File: src/rtl/circle_stream_monitor.sv
// Continuity monitor for the circular DFF link: checks a mod-2^WIDTH count stream,
// keeps a 4-sample window sum/average and error/alarm status. Min/max: CIRCLE_MONITOR_MINMAX_EN.
module circle_stream_monitor #(
  parameter int unsigned WIDTH     = 8,
  parameter int unsigned ERR_LIMIT = 3
) (
  input  logic             clk,
  input  logic             Reset,
  input  logic             in_valid,
  input  logic [WIDTH-1:0] in_data,
  input  logic             clr,
  output logic [WIDTH+1:0] sum,
  output logic [WIDTH-1:0] avg,
  output logic             avg_valid,
  output logic             seq_err,
  output logic [7:0]       err_cnt,
  output logic             locked,
  output logic             alarm,
  output logic [WIDTH-1:0] min_val,
  output logic [WIDTH-1:0] max_val
);

  typedef enum logic [1:0] {
    StIdle,
    StFill,
    StTrack
  } state_e;

  state_e                  r_state, w_state_next;
  logic [3:0][WIDTH-1:0]   r_win, w_win_next;
  logic [WIDTH-1:0]        r_last, w_last_next;
  logic [2:0]              r_fill, w_fill_next;
  logic [WIDTH+1:0]        r_sum, w_sum_next;
  logic                    r_avg_valid, w_avg_valid_next;
  logic                    r_seq_err, w_seq_err_next;
  logic [7:0]              r_err_cnt, w_err_next;
  logic                    r_alarm, w_alarm_next;

  logic [WIDTH-1:0]        w_last_inc;
  logic                    w_cont;
  logic [WIDTH+1:0]        w_win_sum;

  assign w_last_inc = r_last + 1'b1;
  assign w_cont     = (in_data == w_last_inc);
  // Sum of the window as it will look once in_data is shifted in.
  assign w_win_sum  = {2'b00, in_data} + {2'b00, r_win[0]} + {2'b00, r_win[1]}
                    + {2'b00, r_win[2]};

  always_comb begin
    w_state_next     = r_state;
    w_win_next       = r_win;
    w_last_next      = r_last;
    w_fill_next      = r_fill;
    w_sum_next       = r_sum;
    w_avg_valid_next = 1'b0;
    w_seq_err_next   = 1'b0;
    w_err_next       = r_err_cnt;
    w_alarm_next     = r_alarm;

    if (clr) begin
      w_state_next = StIdle;
      w_win_next   = '0;
      w_last_next  = '0;
      w_fill_next  = '0;
      w_sum_next   = '0;
      w_err_next   = '0;
      w_alarm_next = 1'b0;
    end else if (in_valid) begin
      w_last_next = in_data;
      unique case (r_state)
        StIdle: begin
          w_win_next    = '0;
          w_win_next[0] = in_data;
          w_fill_next   = 3'd1;
          w_state_next  = StFill;
        end
        StFill, StTrack: begin
          if (w_cont) begin
            w_win_next = {r_win[2:0], in_data};
            if (r_state == StTrack || r_fill == 3'd3) begin
              w_fill_next      = 3'd4;
              w_sum_next       = w_win_sum;
              w_avg_valid_next = 1'b1;
              w_state_next     = StTrack;
            end else begin
              w_fill_next = r_fill + 3'd1;
            end
          end else begin
            w_seq_err_next = 1'b1;
            w_err_next     = (r_err_cnt == 8'hFF) ? r_err_cnt : r_err_cnt + 8'd1;
            w_win_next     = '0;
            w_win_next[0]  = in_data;
            w_fill_next    = 3'd1;
            w_state_next   = StFill;
          end
        end
        default: w_state_next = StIdle;
      endcase
      w_alarm_next = r_alarm | (w_err_next >= 8'(ERR_LIMIT));
    end
  end

  always_ff @(posedge clk) begin
    if (!Reset) begin
      r_state     <= StIdle;
      r_win       <= '0;
      r_last      <= '0;
      r_fill      <= '0;
      r_sum       <= '0;
      r_avg_valid <= 1'b0;
      r_seq_err   <= 1'b0;
      r_err_cnt   <= '0;
      r_alarm     <= 1'b0;
    end else begin
      r_state     <= w_state_next;
      r_win       <= w_win_next;
      r_last      <= w_last_next;
      r_fill      <= w_fill_next;
      r_sum       <= w_sum_next;
      r_avg_valid <= w_avg_valid_next;
      r_seq_err   <= w_seq_err_next;
      r_err_cnt   <= w_err_next;
      r_alarm     <= w_alarm_next;
    end
  end

  assign sum       = r_sum;
  assign avg       = r_sum[WIDTH+1:2];
  assign avg_valid = r_avg_valid;
  assign seq_err   = r_seq_err;
  assign err_cnt   = r_err_cnt;
  assign locked    = (r_state == StTrack);
  assign alarm     = r_alarm;

`ifdef CIRCLE_MONITOR_MINMAX_EN
  logic [WIDTH-1:0] r_min, w_min_next;
  logic [WIDTH-1:0] r_max, w_max_next;

  always_comb begin
    w_min_next = r_min;
    w_max_next = r_max;
    if (clr) begin
      w_min_next = '1;
      w_max_next = '0;
    end else if (in_valid) begin
      if (in_data < r_min) w_min_next = in_data;
      if (in_data > r_max) w_max_next = in_data;
    end
  end

  always_ff @(posedge clk) begin
    if (!Reset) begin
      r_min <= '1;
      r_max <= '0;
    end else begin
      r_min <= w_min_next;
      r_max <= w_max_next;
    end
  end

  assign min_val = r_min;
  assign max_val = r_max;
`else
  assign min_val = '1;
  assign max_val = '0;
`endif

endmodule

File: config.mk
export PLATFORM = sky130hd
export DESIGN_NAME = circle_stream_monitor
export DESIGN_NICKNAME = d
export VERILOG_FILES = /design/src/rtl/circle_stream_monitor.sv
export SDC_FILE = /design/constraint.sdc
export NUM_CORES = 1
export LEC_CHECK = 0
export CORE_MARGIN = 5
export CORE_UTILIZATION = 45
export CTS_BUF_LIST = sky130_fd_sc_hd__clkbuf_4
export DETAILED_ROUTE_END_ITERATION = 10
export GPL_ROUTABILITY_DRIVEN = 1
export PLACE_DENSITY_LB_ADDON = 0.08
export SETUP_SLACK_MARGIN = 0.15
export SYNTH_ARGS = -nofsm -noshare
export SYNTH_HDL_FRONTEND = slang
export SYNTH_SLANG_ARGS = --single-unit
File: constraint.sdc
create_clock -name clk -period 7.8 [get_ports clk]
set_input_delay 1.56 -clock clk [delete_from_list [all_inputs] [get_ports clk]]
set_output_delay 1.56 -clock clk [all_outputs]
set_load 0.01 [all_outputs]
==> results.yml <==
outcome:
  outcome: "finished, final reports clean"
clocking:
  cts_root_buffer: "clkbuf_4"
  clockBufferDepth: 2
  cts_buffers: 9
  hold_buffers: 0
  clock_sinks: 58
  clk_latency_ns: 0.40
  ctsResizeCount: 0
  cts_tree: "yes"
  cts_setup_buffers: 0
  htree_levels: 3
  clkTransAtPathRegs_ns: 0.11
floorplanning:
  die_h_um: 99.2
  die-area_um2: 9840
  ios: 58
  start_util_pct: 46.3
  rows: 32
  fp.dieW_um: 99.2
  coreArea_um2: 7730
yosys:
  yosysMostFrequentCell: "dfxtp_1"
  synth-edff-count: 0
  synth_area_um2: 3580
  yosys_warnings: 0
  synth_ff_type: "dfxtp_1"
  synthXorXnorAreaFrac_pct: 3.92
  synth_area_leaders: "dfxtp_1, fa_1, ha_1, buf_4, nor2_1"
  synth_commonest_cells: "dfxtp_1, nor2_1, nand2_1, buf_4, a21oi_1"
  yosysUniqueCellTypes: 62
  synth_area_per_cell_um2: 9.18
  yosysTopAreaCell: "dfxtp_1"
  async_flop_share_pct: 0
  ys_seq_elements: 58
  synth-simple-area-share_pct: 16.6
  synth_top_area_share_pct: 32.4
  synthCells: 390
  synth_compound_area_share_pct: 19.7
  synth_top_family_by_area: "compound AO/OA/AOI/OAI gates"
  yosys.area_share.adder_pct: 14.5
  synth_mux_area_share_pct: 3.64
  ys_seq_area_share_pct: 32.4
drt:
  met2_length_um: 3650
  drt_first_iter_violations: 143
  wl_met1_um: 3760
  routed_wl_um: 7820
  top_layer_used: "met4"
  via_per_inst: 5.36
  vias: 2798
  antenna_left: 0
  drc: 0
  dr.pass1.iters: 6
  wl_per_cell_um: 15.0
  route.met3.wl_um: 349
min_path:
  hold_path.startpoint: "sum[0]"
  min_path_type: "flip-flop to flip-flop"
  min_path_cells: 2
  hold_end: "sum[0]"
timing:
  fmax_mhz: 220
  slew_violations: 0
  fin_crit_sh_pct: 58.2
  finalSetupViolCount: 0
  fin_crit_ns: 4.54
  timing.hold.ws_ns: 0.463
  skew_ns: 0.0131
  slew_headroom_pct: 23.6
  hold_viol: 0
  fin_setup_tns_ns: 0
  worstMarginPinSlew_ns: 1.15
  rsz0062_at_grt: "false"
setup_path:
  reg2reg_depth: 8
  rr_endpoint: "r_fill[1]"
  critical_path.max_fanout: 4
  critical_path_class: "primary input to flip-flop"
  arrival_ns: 4.82
  required_ns: 8.08
  rr_startpoint: "r_last[0]"
  rrSetupSlack_ns: 4.54
  cp-start-kind: "primary input"
  end_kind: "flip-flop"
final_layout:
  regArea_um2: 1160
  nets: 459
  syn_to_final_growth_pct: 12.2
  multi_input_area_um2: 2150
  fill_cells: 736
  drive_gt1_share_pct: 8.10
  num_antenna_cells: 0
  stdcell_area_um2: 4010
grt:
  antenna_found_initial: 0
  grt_usage_pct: 16.4
  grt-ovfl-total: 0
  grt_pass1_wl_um: 13000
  grt_max_degree: 55
  grt_pass1_vias: 2718
power_and_ir_drop:
  p_per_area_nw_per_um2: 139
  power.leakage_nw: 1.49
  switching_share_pct: 29.7
  power_frac_comb_pct: 12.3
  vdd_drop_max_uv: 112
  clkPwrFrac_pct: 33.3
  seq_power_share_pct: 54.4
  power.switching_w: 0.000165
  intPower_w: 0.000392
placed_design:
  port_buffers: 41
  gp_congestion: 0.809
  placed_area_um2: 3910
  dpl.hpwl_um: 5650
flow_run:
  maxCapViolCount: 0
-- layout make-up --
cell class | instances | area share (%)
multi-input combinational | 292 | 53.6
inverter | 12 | 1.12
clock buffer | 10 | 1.87
clock inverter | 6 | 0.842
sequential | 58 | 28.9
tap | 102 | 3.18
timing repair buffer | 42 | 10.4
-- sequential cells by signal (all words and copies together) (netlist names) --
name	count
r_win	24
sum	10
err_cnt	8
r_last	8
r_fill	3
r_state	2
alarm	1
avg_valid	1
seq_err	1
-- how the worst max path moves through the flow --
stage                          start     end  slack, ns  cells past startpoint
after floorplan           in_data[1]  sum[9]       3.61                     11
after global placement    in_data[1]  sum[9]       2.88                     12
after detailed placement  in_data[1]  sum[7]       2.88                     12
after CTS                 in_data[1]  sum[9]       3.29                     12
after global routing      in_data[1]  sum[7]       3.09                     12
final                     in_data[1]  sum[9]       3.26                     12
-- cell families after synthesis --
logic type,after synthesis
XOR/XNOR,16
multiplexers,13
AND/OR/NAND/NOR,123
buffers and inverters,54
adder cells (fa/ha/maj),32
flip-flops,58
AO/OA/AOI/OAI,92
other,2
-- placed cells by master (no fill, tap or decap), types with 4 or more instances in the layout --
master / n
fa_1: 16
nor3_1: 6
clkbuf_4: 10
or3_1: 5
a22oi_1: 10
nand2_1: 33
nand3_1: 8
o211ai_1: 6
o21bai_1: 4
ha_1: 16
a31oi_1: 4
nor2b_1: 4
xnor2_1: 13
clkdlybuf4s50_1: 41
inv_1: 12
nor2_1: 48
mux2i_1: 13
a22oi_2: 6
a21o_1: 5
o21ai_0: 6
conb_1: 16
a21oi_1: 23
dfxtp_1: 58
-- power by group through the flow --
stage | combinational [W] | clock, W | sequential [W]
after global placement | 0.0000682 | 0 | 0.000310
after global routing | 0.0000772 | 0.000208 | 0.000304
after detailed placement | 0.0000689 | 0 | 0.000310
after CTS | 0.0000693 | 0.000194 | 0.000303
after floorplan | 0.0000552 | 0 | 0.000309
final | 0.0000686 | 0.000186 | 0.000303
-- critical path, stage by stage --
cell and delay [ns]:
clkdlybuf4s50_1 0.51, fa_1 0.60, fa_1 0.43, ha_1 0.24
fa_1 0.40, a21o_1 0.20, a21oi_1 0.21, o21bai_1 0.10
a21oi_1 0.22, nor2b_1 0.07, o21ai_0 0.17, a31oi_1 0.10
-- metal layers --
layer,vias to the layer above,track usage [%]
li1,1385,-
met1,1349,21.4
met2,58,26.8
met3,6,5.12
met4,0,3.78
met5,-,0
-- through the flow --
stage          std cells  worst slack (ns)  utilization (%)  total power, W
4_1_cts              522              3.29             51.9        0.000567
6_report             522              3.26             51.9        0.000557
5_1_grt              522              3.09             51.9        0.000590
3_3_place_gp         506              2.88             50.5        0.000378
3_5_place_dp         506              2.88             50.5        0.000379
2_1_floorplan        404              3.61                -        0.000365
Note: power is estimated with default switching activity, not from simulation.
